**config.mk**
```make
export PLATFORM = sky130hd
export DESIGN_NAME = pulse_capture
export DESIGN_NICKNAME = d
export VERILOG_FILES = /design/src/rtl/pulse_pkg.sv /design/src/rtl/sync_fifo.sv /design/src/rtl/pulse_capture.sv
export SDC_FILE = /design/constraint.sdc
export NUM_CORES = 1
export LEC_CHECK = 0
export CAP_MARGIN = 40
export CELL_PAD_IN_SITES_DETAIL_PLACEMENT = 1
export CELL_PAD_IN_SITES_GLOBAL_PLACEMENT = 1
export CORE_MARGIN = 2
export CORE_UTILIZATION = 55
export DETAILED_ROUTE_END_ITERATION = 8
export DONT_BUFFER_PORTS = 1
export PLACE_DENSITY_LB_ADDON = 0.1
export SYNTH_ARGS = -nofsm -noshare
export SYNTH_HDL_FRONTEND = slang
export SYNTH_HIERARCHICAL = 1
export SYNTH_SLANG_ARGS = --single-unit
export TNS_END_PERCENT = 20
```
**constraint.sdc**
```tcl
create_clock -name clk -period 15 [get_ports clk]
set_input_delay 2.25 -clock clk [delete_from_list [all_inputs] [get_ports clk]]
set_output_delay 2.25 -clock clk [all_outputs]
set_load 0.02 [all_outputs]
```
**src/rtl/pulse_pkg.sv**
```systemverilog
// Shared definitions for the pulse generator/capture pair: default widths,
// edge-record field layout and the capture serializer state encoding.
package pulse_pkg;

   localparam int COUNT_BITS_DEF = 32;
   localparam int CH_LOG2_DEF    = 3;
   localparam int FIFO_LOG2_DEF  = 4;
   localparam int CH_MAX_DEF     = 1 << CH_LOG2_DEF;
   localparam int REC_BITS_DEF   = 2 * COUNT_BITS_DEF + CH_LOG2_DEF + 1;

   // Edge record layout: {outer_count, count, channel, polarity}
   localparam int REC_POL_BIT = 0;
   localparam int REC_CH_LSB  = 1;

   function automatic int rec_count_lsb(input int ch_log2);
      return ch_log2 + 1;
   endfunction

   function automatic int rec_outer_lsb(input int ch_log2, input int count_bits);
      return ch_log2 + count_bits + 1;
   endfunction

   typedef enum logic {
      SER_IDLE = 1'b0,
      SER_EMIT = 1'b1
   } ser_state_e;

endpackage

```
**src/rtl/sync_fifo.sv**
```systemverilog
// Single-clock FIFO with first-word-fall-through read data. A push while full
// is accepted only when a pop frees a slot in the same cycle.
module sync_fifo #(
   parameter int WIDTH      = 8,
   parameter int DEPTH_LOG2 = 4
) (
   input  logic             clk,
   input  logic             reset,
   input  logic             push,
   input  logic [WIDTH-1:0] push_data,
   input  logic             pop,
   output logic [WIDTH-1:0] pop_data,
   output logic             full,
   output logic             empty
);

   localparam int DEPTH = 1 << DEPTH_LOG2;

   logic [WIDTH-1:0]      mem_q [DEPTH];
   logic [DEPTH_LOG2-1:0] wr_ptr_q;
   logic [DEPTH_LOG2-1:0] rd_ptr_q;
   logic [DEPTH_LOG2:0]   level_q;
   logic                  do_push;
   logic                  do_pop;

   assign full     = (level_q == (DEPTH_LOG2 + 1)'(DEPTH));
   assign empty    = (level_q == '0);
   assign do_pop   = pop & ~empty;
   assign do_push  = push & (~full | do_pop);
   assign pop_data = mem_q[rd_ptr_q];

   always_ff @(posedge clk) begin
      if (reset) begin
         wr_ptr_q <= '0;
         rd_ptr_q <= '0;
         level_q  <= '0;
      end else begin
         if (do_push) wr_ptr_q <= wr_ptr_q + 1'b1;
         if (do_pop)  rd_ptr_q <= rd_ptr_q + 1'b1;
         case ({do_push, do_pop})
            2'b10:   level_q <= level_q + 1'b1;
            2'b01:   level_q <= level_q - 1'b1;
            default: level_q <= level_q;
         endcase
      end
   end

   // Storage needs no reset: the pointers define what is valid.
   always_ff @(posedge clk) begin
      if (do_push) mem_q[wr_ptr_q] <= push_data;
   end

endmodule

```
**src/rtl/pulse_capture.sv**
```systemverilog
// Edge timestamper: detects level changes on each channel, stamps them with
// the generator's count/outer_count timebase and streams one record per edge.
module pulse_capture
   import pulse_pkg::*;
#(
   parameter int COUNT_BITS = COUNT_BITS_DEF,
   parameter int CH_LOG2    = CH_LOG2_DEF,
   parameter int FIFO_LOG2  = FIFO_LOG2_DEF,
   localparam int CH_MAX    = 1 << CH_LOG2,
   localparam int REC_BITS  = 2 * COUNT_BITS + CH_LOG2 + 1
) (
   input  logic                  clk,
   input  logic                  reset,
   input  logic [COUNT_BITS-1:0] period,
   input  logic [COUNT_BITS-1:0] outer_period,
   input  logic [CH_MAX-1:0]     state0,
   input  logic                  arm,
   input  logic [CH_MAX-1:0]     sig_in,
   output logic                  ed_valid,
   input  logic                  ed_ready,
   output logic [REC_BITS-1:0]   ed_data,
   output logic                  overflow,
   output logic [15:0]           drop_count,
   output ser_state_e            dbg_state
);

   localparam int SNAP_W    = 2 * CH_MAX + 2 * COUNT_BITS;
   localparam int CNT_LSB   = rec_count_lsb(CH_LOG2);
   localparam int OUTER_LSB = rec_outer_lsb(CH_LOG2, COUNT_BITS);

   logic [COUNT_BITS-1:0] count_q, count_d;
   logic [COUNT_BITS-1:0] outer_q, outer_d;
   logic                  cnt_wrap;
   logic [CH_MAX-1:0]     sig_prev_q;
   logic [CH_MAX-1:0]     chg;
   logic                  snap_push;
   logic [SNAP_W-1:0]     snap_data;
   logic                  fifo_pop;
   logic [SNAP_W-1:0]     fifo_rd_data;
   logic                  fifo_full;
   logic                  fifo_empty;
   logic                  drop;
   logic                  overflow_q;
   logic [15:0]           drop_cnt_q;

   ser_state_e            state_q, state_d;
   logic [CH_MAX-1:0]     mask_q, mask_d;
   logic [CH_MAX-1:0]     lvl_q, lvl_d;
   logic [COUNT_BITS-1:0] ts_count_q, ts_count_d;
   logic [COUNT_BITS-1:0] ts_outer_q, ts_outer_d;
   logic [CH_LOG2-1:0]    sel_ch;
   logic [CH_MAX-1:0]     mask_clr;

   // Timebase: outer wrap takes priority over the inner-wrap increment.
   always_comb begin
      cnt_wrap = (count_q >= period);
      count_d  = cnt_wrap ? '0 : count_q + COUNT_BITS'(1);
      if (outer_q >= outer_period) outer_d = '0;
      else if (cnt_wrap)           outer_d = outer_q + COUNT_BITS'(1);
      else                         outer_d = outer_q;
   end

   assign chg       = sig_in ^ sig_prev_q;
   assign snap_push = arm & (|chg);
   assign snap_data = {chg, sig_in, count_q, outer_q};
   assign drop      = snap_push & fifo_full & ~fifo_pop;

   always_ff @(posedge clk) begin
      if (reset) begin
         count_q    <= '0;
         outer_q    <= '0;
         sig_prev_q <= state0;
         overflow_q <= 1'b0;
         drop_cnt_q <= '0;
      end else begin
         count_q    <= count_d;
         outer_q    <= outer_d;
         sig_prev_q <= sig_in;
         if (drop) begin
            overflow_q <= 1'b1;
            if (drop_cnt_q != 16'hFFFF) drop_cnt_q <= drop_cnt_q + 16'd1;
         end
      end
   end

   sync_fifo #(
      .WIDTH      (SNAP_W),
      .DEPTH_LOG2 (FIFO_LOG2)
   ) u_fifo (
      .clk       (clk),
      .reset     (reset),
      .push      (snap_push),
      .push_data (snap_data),
      .pop       (fifo_pop),
      .pop_data  (fifo_rd_data),
      .full      (fifo_full),
      .empty     (fifo_empty)
   );

   // Lowest pending channel goes first.
   always_comb begin
      sel_ch = '0;
      for (int i = CH_MAX - 1; i >= 0; i--) begin
         if (mask_q[i]) sel_ch = CH_LOG2'(i);
      end
      mask_clr = mask_q & ~(CH_MAX'(1) << sel_ch);
   end

   // Stream: ed_valid holds and ed_data is frozen until ed_valid & ed_ready.
   always_comb begin
      state_d    = state_q;
      mask_d     = mask_q;
      lvl_d      = lvl_q;
      ts_count_d = ts_count_q;
      ts_outer_d = ts_outer_q;
      fifo_pop   = 1'b0;
      ed_valid   = 1'b0;
      ed_data    = '0;
      case (state_q)
         SER_IDLE: begin
            if (!fifo_empty) begin
               fifo_pop = 1'b1;
               {mask_d, lvl_d, ts_count_d, ts_outer_d} = fifo_rd_data;
               state_d = SER_EMIT;
            end
         end
         SER_EMIT: begin
            ed_valid = 1'b1;
            ed_data[REC_POL_BIT]                = lvl_q[sel_ch];
            ed_data[REC_CH_LSB +: CH_LOG2]      = sel_ch;
            ed_data[CNT_LSB +: COUNT_BITS]      = ts_count_q;
            ed_data[OUTER_LSB +: COUNT_BITS]    = ts_outer_q;
            if (ed_ready) begin
               mask_d = mask_clr;
               if (mask_clr == '0) begin
                  if (!fifo_empty) begin
                     fifo_pop = 1'b1;
                     {mask_d, lvl_d, ts_count_d, ts_outer_d} = fifo_rd_data;
                  end else begin
                     state_d = SER_IDLE;
                  end
               end
            end
         end
         default: state_d = SER_IDLE;
      endcase
   end

   always_ff @(posedge clk) begin
      if (reset) begin
         state_q    <= SER_IDLE;
         mask_q     <= '0;
         lvl_q      <= '0;
         ts_count_q <= '0;
         ts_outer_q <= '0;
      end else begin
         state_q    <= state_d;
         mask_q     <= mask_d;
         lvl_q      <= lvl_d;
         ts_count_q <= ts_count_d;
         ts_outer_q <= ts_outer_d;
      end
   end

   assign overflow   = overflow_q;
   assign drop_count = drop_cnt_q;
   assign dbg_state  = state_q;

endmodule

```
==> Word-level counts from Yosys, hierarchy flattened <==
Memories as Yosys holds them, arrays and structs flattened. A register that Yosys moved wholly into a read port is not among the register bits.
Cells that the tools add are included.
{ "word_totals": {"inputBits": 84, "output_inout_bits": 87, "mem_count": 1, "mem_bits_rw": 1280, "word_cells": 96, "ff_bits": 183} }
{ "mem_list": {"columns": ["memory", "depth", "width", "rd", "rd_clocked_by_memory_dff", "write_ports", "line", "source"], "rows": [
  ["u_fifo.mem_q", 16, 80, 1, 1, 1, "sync_fifo.sv:19", "logic [WIDTH-1:0] mem_q [DEPTH];"]
]} }
{ "op_classes": {"shifts": 1, "add_sub_neg": 7, "reduce_logical": 9, "n_mux": 42, "n_eq_ne": 7, "n_bitwise": 13, "order_cmp": 3} }
{ "ops": {"columns": ["operator", "n"], "rows": [
  ["$mux W32", 6],
  ["$pmux W32 S2", 2],
  ["$mux W68", 1],
  ["$add A32 B1 Y32 const B", 2],
  ["$ge A32 B32 Y1", 2],
  ["$mux W8", 8],
  ["$pmux W8 S2", 2],
  ["$mux W3", 8],
  ["$add A16 B1 Y16 const B", 1],
  ["$ne A16 B16 Y1 const B", 1],
  ["$pmux W5 S2", 1],
  ["$mux W1", 9],
  ["$add A4 B1 Y4 const B", 2],
  ["$and A8 B8 Y8", 1],
  ["$logic_not A8 Y1", 1],
  ["$mux W4", 2],
  ["$not A8 Y8", 1],
  ["$reduce_or A8 Y1", 1],
  ["$shl A1 B3 Y8 const A", 1],
  ["$xor A8 B8 Y8", 1],
  ["$reduce_and A2 Y1", 3],
  ["$add A5 B1 Y5 const B", 1],
  ["$and A1 B1 Y1", 5],
  ["$eq A5 B5 Y1 const B", 1],
  ["13 further kinds", 19]
]} }

==> Depth between registers and ports, before layout <==
Gate-level depths: netlist (run 1).
{ "logic_depth": {"word_depth": 20, "ltp_mapped": 15} }

==> Cells and area by module <==
The synthesis (run 1) kept the hierarchy.
{ "modules_own_cells": {"columns": ["module", "seq_area_each_um2", "area_each_um2", "cells_per_inst", "n_inst"], "rows": [
  ["sync_fifo", 38777.2, 48700.5, 2079, 1],
  ["pulse_capture", 3403.3, 10371.2, 1166, 1]
]} }

==> Least setup slack after synthesis (run 1) <==
OpenSTA, ideal clock, no wires.
{ "synth_timing": {"kind": "input to register", "from": "input port sig_in[6]", "to": "memory u_fifo/mem_q[0][0] (netlist name), enable pin", "slack_ns": 3.055, "t_arrival_ns": 11.230, "setup_time_ns": 0.715, "stages": 6, "required_ns": 14.285, "path_buffers": 1, "cell_sequence": "xor2_1 > nor4_1 > a21boi_2 > clkbuf_1 > o21ai_4 > nor4_1"} }
{ "synth_via": {"elab_chain_cells": 6} }
{ "synth_rtl": {"columns": ["element", "line", "source"], "rows": [
  ["start, declared", "pulse_capture.sv:18", "input logic [CH_MAX-1:0] sig_in,"],
  ["$xor A8 B8 Y8", "pulse_capture.sv:63", "assign chg = sig_in ^ sig_prev_q;"],
  ["$reduce_or A8 Y1", "pulse_capture.sv:64", "assign snap_push = arm & (|chg);"],
  ["$and A1 B1 Y1", "pulse_capture.sv:64", null],
  ["net snap_push", "pulse_capture.sv:36", "logic snap_push;"],
  ["$and A1 B1 Y1", "sync_fifo.sv:29", "assign do_push = push & (~full | do_pop);"],
  ["$mux W1", "sync_fifo.sv:50", "if (do_push) mem_q[wr_ptr_q] <= push_data;"],
  ["$mux W1 (not written as such)", "sync_fifo.sv:50", null],
  ["end, declared", "sync_fifo.sv:19", null]
]} }
The timed path passes the listed nets, and every way through them passes these cells.

==> Final worst setup path (run 1) <==
{ "layout_timing": {"from": "input port ed_ready", "to": "memory u_fifo/mem_q[8][55] (netlist name), enable pin"} }
{ "layout_via": {"elab_chain_cells": 7} }
{ "layout_rtl": {"columns": ["element", "line", "source"], "rows": [
  ["start, declared", "pulse_capture.sv:20", "input logic ed_ready,"],
  ["$mux W1", "pulse_capture.sv:133", "if (ed_ready) begin"],
  ["$pmux W1 S2", "pulse_capture.sv:119", "case (state_q)"],
  ["$and A1 B1 Y1", "sync_fifo.sv:28", "assign do_pop = pop & ~empty;"],
  ["$or A1 B1 Y1", "sync_fifo.sv:29", null],
  ["$and A1 B1 Y1", "sync_fifo.sv:29", null],
  ["$mux W1", "sync_fifo.sv:50", null],
  ["$mux W1 (not written as such)", "sync_fifo.sv:50", null]
]} }
Every way passes these cells.

==> impl_metrics.json, run 1 <==
{
  "outcome": "finished clean",
  "synth_edf_count": 1280,
  "io_pins": 171,
  "yosysUniqueCellTypes": 86,
  "wire_per_inst_um": 31.5,
  "coreArea_mm2": 0.107,
  "rows": 120,
  "cp.required_ns": 15.36,
  "syn_to_final_growth_pct": 12.2,
  "die_x_um": 332,
  "cts.clk_slew.worst_paths_ns": 0.06,
  "fin_nets": 3488,
  "drt-total-wl_mm": 153,
  "cts_setup_buffers": 0,
  "yosysSeqAreaShare_pct": 71.4,
  "placedCellCount": 4568,
  "firstDrtPassIters": 5,
  "syn_nets": 3405,
  "finClkSkew_ns": 0.0327,
  "start_util_pct": 55.3,
  "synth_area_mm2": 0.0591,
  "drv_slew": 0,
  "htree_levels": 4,
  "grt_max_degree": 151,
  "startpoint": "ed_ready",
  "grt.overflow.total": 0,
  "portBuffers": 0,
  "first_global_vias": 33599,
  "antenna_found_initial": 3,
  "ys.flop_type": "edfxtp_1",
  "tightest_slew_ns": 1.12,
  "chipHeight_um": 332,
  "min_path_type": "reg2reg",
  "critPathKind": "in2reg",
  "min_period_ns": 5.46,
  "setup_tns_ns": 0,
  "dr.first_iter.drc_count": 3109,
  "ys_warn_count": 6,
  "startpoint_type": "input port",
  "vias_per_cell": 6.53,
  "syn_avg_cell_area_um2": 18.2,
  "relSlewSlack_pct": 25.7,
  "postCtsHoldBufs": 0,
  "die-area_mm2": 0.110,
  "fin_crit_sh_pct": 36.4,
  "root_buffer": "clkbuf_16",
  "power_density_mw_per_mm2": 156,
  "dp_hpwl_mm": 90.7,
  "final-setup-viol-count": 0,
  "tritoncts": "built",
  "antenna_left": 0,
  "rsz0062_at_grt": "no",
  "ir_worst_vdd_v": 0.000112,
  "async_flop_share_pct": 0,
  "rr_startpoint": "mask_q[0]",
  "grt_use_total_pct": 28.2,
  "cts.sinks": 1467,
  "vias": 31720,
  "max_cap_violations": 0,
  "clock.fmax_ghz": 0.183,
  "gp_congestion": 0.864,
  "clkLatencyLatePin_ns": 0.76,
  "hp-start": "ts_count_q[0]",
  "ctsResizeCount": 0,
  "final_cells": 4859,
  "arrival_ns": 5.82,
  "timing.critical_path.to_type": "flip-flop",
  "hold_viol": 0,
  "synth.ff_latch_count": 1467,
  "drive_gt1_share_pct": 22.0,
  "drc_errors": 0,
  "cts_buffer_depth": 3,
  "nFillCells": 9031,
  "path_max_fanout": 46,
  "syn_inst": 3245,
  "grt_pass1_wl_mm": 227,
  "cts_made_buffers": 151,
  "p_leak_nw": 21.9
}
cells in the final DEF, fill, tap and decap left out, types with 68 or more instances in the layout:
| cell | netlist | layout |
|---|---|---|
| a22oi_1 | 163 | 163 |
| and2_1 | 73 | 68 |
| buf_4 | 10 | 86 |
| clkbuf_16 | 0 | 154 |
| dfxtp_1 | 187 | 184 |
| edfxtp_1 | 1280 | 1280 |
| ha_1 | 75 | 75 |
| inv_1 | 117 | 117 |
| mux2i_1 | 100 | 100 |
| mux4_2 | 320 | 320 |
| nand2_1 | 120 | 120 |
| nor2_1 | 117 | 112 |
power breakdown:
part           internal (mW)  switching, mW
Clock                   2.20           1.57
Sequential              4.61          0.139
Combinational          0.802           1.04
Total                   7.61           2.74
metal layers:
layer | part of all wire (%) | wire, µm | GRT usage, % | vias to the layer above
met4 | 2.3 | 3580 | 7.87 | 2
met3 | 6.8 | 10400 | 4.29 | 231
met5 | 0.0085 | 13 | 0 | -
li1 | - | - | - | 13277
met1 | 42 | 63600 | 39.9 | 16952
met2 | 49 | 75500 | 46.1 | 1258
worst paths after layout:
check | cells after the start | slack, ns | endpoint
worst max-delay path | 8 | 9.54 | u_fifo/mem_q[8][55]
worst min-delay path | 2 | 0.49 | ts_count_q[0]
worst max register to register | 10 | 9.81 | u_fifo/mem_q[8][55]
worst min register to register | 2 | 0.49 | ts_count_q[0]
kinds of logic (layout without fill, tap and decap cells):
kind of cell | count (synthesis) | count (layout) | synth area share, %
AO/OA/AOI/OAI | 405 | 405 | 5.16
XOR/XNOR | 43 | 43 | 0.638
adder cells (fa/ha/maj) | 77 | 77 | 1.64
buffers and inverters | 302 | 510 | 2.24
flip-flops | 1467 | 1467 | 71.4
multiplexers | 432 | 432 | 14.1
other | 0 | 3 | 0
AND/OR/NAND/NOR | 519 | 519 | 4.80
registers in the layout (all words and copies together) (netlist names), named ones only:
name,count
u_fifo/rd_ptr_q,4
lvl_q,8
count_q,32
mask_q,8
outer_q,32
u_fifo/level_q,5
ts_count_q,32
drop_count,16
u_fifo/mem_q,1280
ts_outer_q,32
sig_prev_q,8
u_fifo/wr_ptr_q,4
overflow,1
dbg_state,1
cell type report:
| type | count | area [µm²] | share of cell area (%) |
|---|---|---|---|
| well taps | 1403 | 1760 | 2.65 |
| inverters | 118 | 443 | 0.669 |
| repair buffers | 114 | 1200 | 1.81 |
| clock buffers | 180 | 3990 | 6.02 |
| multi-input cells | 1476 | 15700 | 23.7 |
| diodes | 3 | 7.51 | 0.0113 |
| flip-flops and latches | 1467 | 42200 | 63.7 |
| clock inverters | 98 | 970 | 1.46 |
synthesized netlist by cell type, types with 4 or more instances:
| master | instances | share of area, % |
|---|---|---|
| a2111o_1 | 4 | 0.076 |
| a211oi_1 | 13 | 0.17 |
| a211oi_2 | 7 | 0.15 |
| a21o_1 | 18 | 0.23 |
| a21oi_1 | 62 | 0.53 |
| a22oi_1 | 163 | 2.1 |
| and2_1 | 73 | 0.77 |
| and3_1 | 19 | 0.20 |
| and4_1 | 6 | 0.089 |
| buf_1 | 14 | 0.089 |
| buf_2 | 44 | 0.37 |
| buf_4 | 10 | 0.13 |
| buf_6 | 4 | 0.076 |
| clkbuf_1 | 107 | 0.68 |
| dfxtp_1 | 187 | 6.3 |
| edfxtp_1 | 1280 | 65 |
| ha_1 | 75 | 1.6 |
| inv_1 | 117 | 0.74 |
| mux2_2 | 11 | 0.21 |
| mux2i_1 | 100 | 1.7 |
| mux4_2 | 320 | 12 |
| nand2_1 | 120 | 0.76 |
| nand2b_1 | 6 | 0.064 |
| nand3_1 | 44 | 0.37 |
| nand4_1 | 29 | 0.31 |
| nor2_1 | 117 | 0.74 |
| nor2_4 | 28 | 0.53 |
| nor2b_1 | 8 | 0.085 |
| nor3_1 | 15 | 0.13 |
| nor4_1 | 12 | 0.13 |
| o2111ai_1 | 48 | 0.71 |
| o211ai_1 | 13 | 0.17 |
| o21a_1 | 5 | 0.064 |
| o21ai_0 | 19 | 0.16 |
| o31ai_1 | 13 | 0.17 |
| or3_1 | 7 | 0.074 |
| or4_1 | 13 | 0.17 |
| xnor2_1 | 10 | 0.15 |
| xor2_1 | 33 | 0.49 |
per-stage QoR:
stage	hold WS (ns)	cell area [µm²]	total power [mW]	setup WS, ns	util (%)
6_report	0.490	66200	10.4	9.54	62.1
2_1_floorplan	0.452	59100	6.20	3.06	-
4_1_cts	0.497	66100	10.4	9.49	61.9
5_1_grt	0.507	66200	10.7	9.36	62.1
3_5_place_dp	0.483	61200	6.68	8.74	57.3
3_3_place_gp	0.464	60700	6.57	8.74	56.9
worst max-delay path, stage by stage:
cell and delay (ns):
o211ai_2 0.09, a21oi_4 0.16, buf_4 0.66, nand2b_1 0.43, o21ai_4 0.19, nor3b_1 0.52
and2_4 0.68, buf_4 0.70
Power figures use the tool's default switching activity.
==> run 2: changes to the inputs <==
Clock period 15 ns to 5.5 ns, I/O delays scaled along.
==> run 2 against run 1 <==
Effect of this change: die area did not move; sequential power rose to 2.7 times the previous value; critical path depth rose by 1; largest cell class unchanged; clock power rose to 2.6 times the previous value; via count fell by 0.96%; routed wire length fell by 0.64%; sequential share of layout area barely moved; first-iteration DRC count fell by 3.0%; count of clock-buffer cells in the layout rose by 42; power rose to 2.7 times the previous value; hold slack got worse by 0.34 ns; combinational power rose to 2.7 times the previous value.
==> impl_metrics.json, run 2 (synthesized netlist as in run 1, its figures left out) <==
{
  "outcome": "finished clean",
  "fin_nets": 3483,
  "slowest_stage": "and2_4",
  "root_buffer": "clkbuf_16",
  "layout_common_cells": "1280 x edfxtp_1, 320 x mux4_2, 184 x dfxtp_1, 163 x a22oi_1, 156 x clkbuf_16",
  "clock.fmax_ghz": 0.240,
  "wire_per_inst_um": 31.3,
  "vias_per_cell": 6.47,
  "power_density_mw_per_mm2": 422,
  "final_cells": 4853,
  "io_pins": 171,
  "clkLatencyLatePin_ns": 0.76,
  "grt_pass1_wl_mm": 228,
  "grt_use_total_pct": 28.2,
  "min_period_ns": 4.16,
  "die_x_um": 332,
  "fin_crit_sh_pct": 75.7,
  "tritoncts": "built",
  "start_util_pct": 55.3,
  "grt_max_degree": 125,
  "cts.sinks": 1467,
  "final-setup-viol-count": 0,
  "cp_top_family": "simple AND/OR/NAND/NOR gates",
  "dp_hpwl_mm": 88.7,
  "first_global_vias": 33721,
  "hold_viol": 0,
  "cts_buffer_depth": 3,
  "post-place-ws_ns": 1.23,
  "cp.required_ns": 5.93,
  "arrival_ns": 4.60,
  "path_max_fanout": 37,
  "gp_congestion": 0.803,
  "cts.clk_slew.worst_paths_ns": 0.06,
  "coreArea_mm2": 0.107,
  "min_path_type": "in2reg",
  "vias": 31415,
  "cts_made_buffers": 148,
  "relSlewSlack_pct": 33.5,
  "timing.final.ws_setup_ns": 1.34,
  "dpl-instance-area_mm2": 0.0614,
  "ctsResizeCount": 0,
  "tightest_slew_ns": 0.998,
  "p_leak_nw": 21.8,
  "rows": 120,
  "drive_gt1_share_pct": 21.6,
  "postCtsHoldBufs": 0,
  "htree_levels": 4,
  "drc_errors": 0,
  "antenna_cells": 0,
  "grt.overflow.total": 0,
  "cts_setup_buffers": 0,
  "chipHeight_um": 332,
  "rsz0062_at_grt": "no",
  "path_cells": "nor4_4, a32o_2, o211ai_2, a21oi_4, nand2b_1, o21ai_4, nor3b_1, and2_4, buf_4",
  "largest_register": "u_fifo/mem_q",
  "nFillCells": 8995,
  "max_cap_violations": 0,
  "drv_slew": 0,
  "design_area_mm2": 0.0662,
  "portBuffers": 0,
  "firstDrtPassIters": 5,
  "slowest_delay_ns": 0.87,
  "drt-total-wl_mm": 152,
  "antenna_found_initial": 5,
  "dr.first_iter.drc_count": 3016,
  "largest_reg_flops": 1280,
  "die-area_mm2": 0.110,
  "syn_to_final_growth_pct": 12.1,
  "placedCellCount": 4576,
  "finClkSkew_ns": 0.0192,
  "path_buf_inv": 1,
  "startpoint_type": "flip-flop",
  "layout_commonest_cell": "edfxtp_1",
  "critPathKind": "reg2reg",
  "ir_worst_vdd_v": 0.000327,
  "antenna_left": 0,
  "timing.critical_path.to_type": "flip-flop"
}
==> run 2: cell count changes in the layout (fill, tap and decap cells not counted), moves of 4 or more <==
| cell | previous run | this run |
|---|---|---|
| clkinv_2 | 26 | 14 |
| buf_12 | 5 | 14 |
| clkinv_1 | 33 | 22 |
| buf_4 | 86 | 81 |
| clkinvlp_4 | 8 | 3 |
| buf_8 | 13 | 2 |
| clkbuf_8 | 4 | 20 |
| nor4_2 | 4 | 0 |
| clkbuf_1 | 22 | 46 |
| buf_16 | 9 | 13 |
| nor4_4 | 1 | 5 |
| bufinv_16 | 17 | 5 |
==> run 2: per-layer routing <==
layer	wire length, µm	vias to the layer above	track usage [%]
met4	3220	0	7.10
met2	78600	1143	48.5
met3	9020	209	3.88
met5	0	-	0
met1	61300	16816	38.3
li1	-	13247	-
==> run 2: path summary, 6_finish.rpt <==
path	from	to	slack (ns)	depth (start not counted)
worst max-delay path	mask_q[0]	u_fifo/mem_q[11][12]	1.34	9
worst min-delay path	reset	ts_outer_q[2]	0.15	1
worst max register to register	mask_q[0]	u_fifo/mem_q[11][12]	1.34	9
worst min register to register	ts_count_q[6]	ts_count_q[6]	0.49	2
==> run 2: layout make-up <==
| cell class | count | area (µm²) | share of cell area, % |
|---|---|---|---|
| clock buffer | 222 | 4350 | 6.57 |
| clock inverter | 55 | 448 | 0.677 |
| inverter | 118 | 443 | 0.669 |
| multi-input combinational | 1476 | 15700 | 23.8 |
| sequential | 1467 | 42200 | 63.7 |
| tap | 1403 | 1760 | 2.65 |
| timing repair buffer | 112 | 1290 | 1.95 |
==> run 2: power by group <==
| group | total [mW] | switching [mW] | leakage, nW | internal (mW) |
|---|---|---|---|---|
| Combinational | 5.01 | 2.81 | 6.12 | 2.20 |
| Sequential | 13.0 | 0.414 | 13.3 | 12.6 |
| Clock | 9.91 | 4.18 | 2.34 | 5.72 |
==> run 2: stage by stage <==
step                      hold WS [ns]  setup TNS, ns  power, mW  utilization (%)
final                            0.152              0       27.9             62.0
after global routing             0.120              0       28.9             62.0
after CTS                        0.108              0       28.1             62.0
after detailed placement         0.479              0       18.3             57.5
after global placement           0.465              0       17.9             57.1
after floorplan                  0.452        -754.96       16.9                -
==> run 2: worst register-to-register path, stage by stage (launching register included) <==
cell	delay (ns)
dfxtp_1	0.41
nor4_4	0.49
a32o_2	0.25
o211ai_2	0.14
a21oi_4	0.21
nand2b_1	0.31
o21ai_4	0.21
nor3b_1	0.53
and2_4	0.87
buf_4	0.43
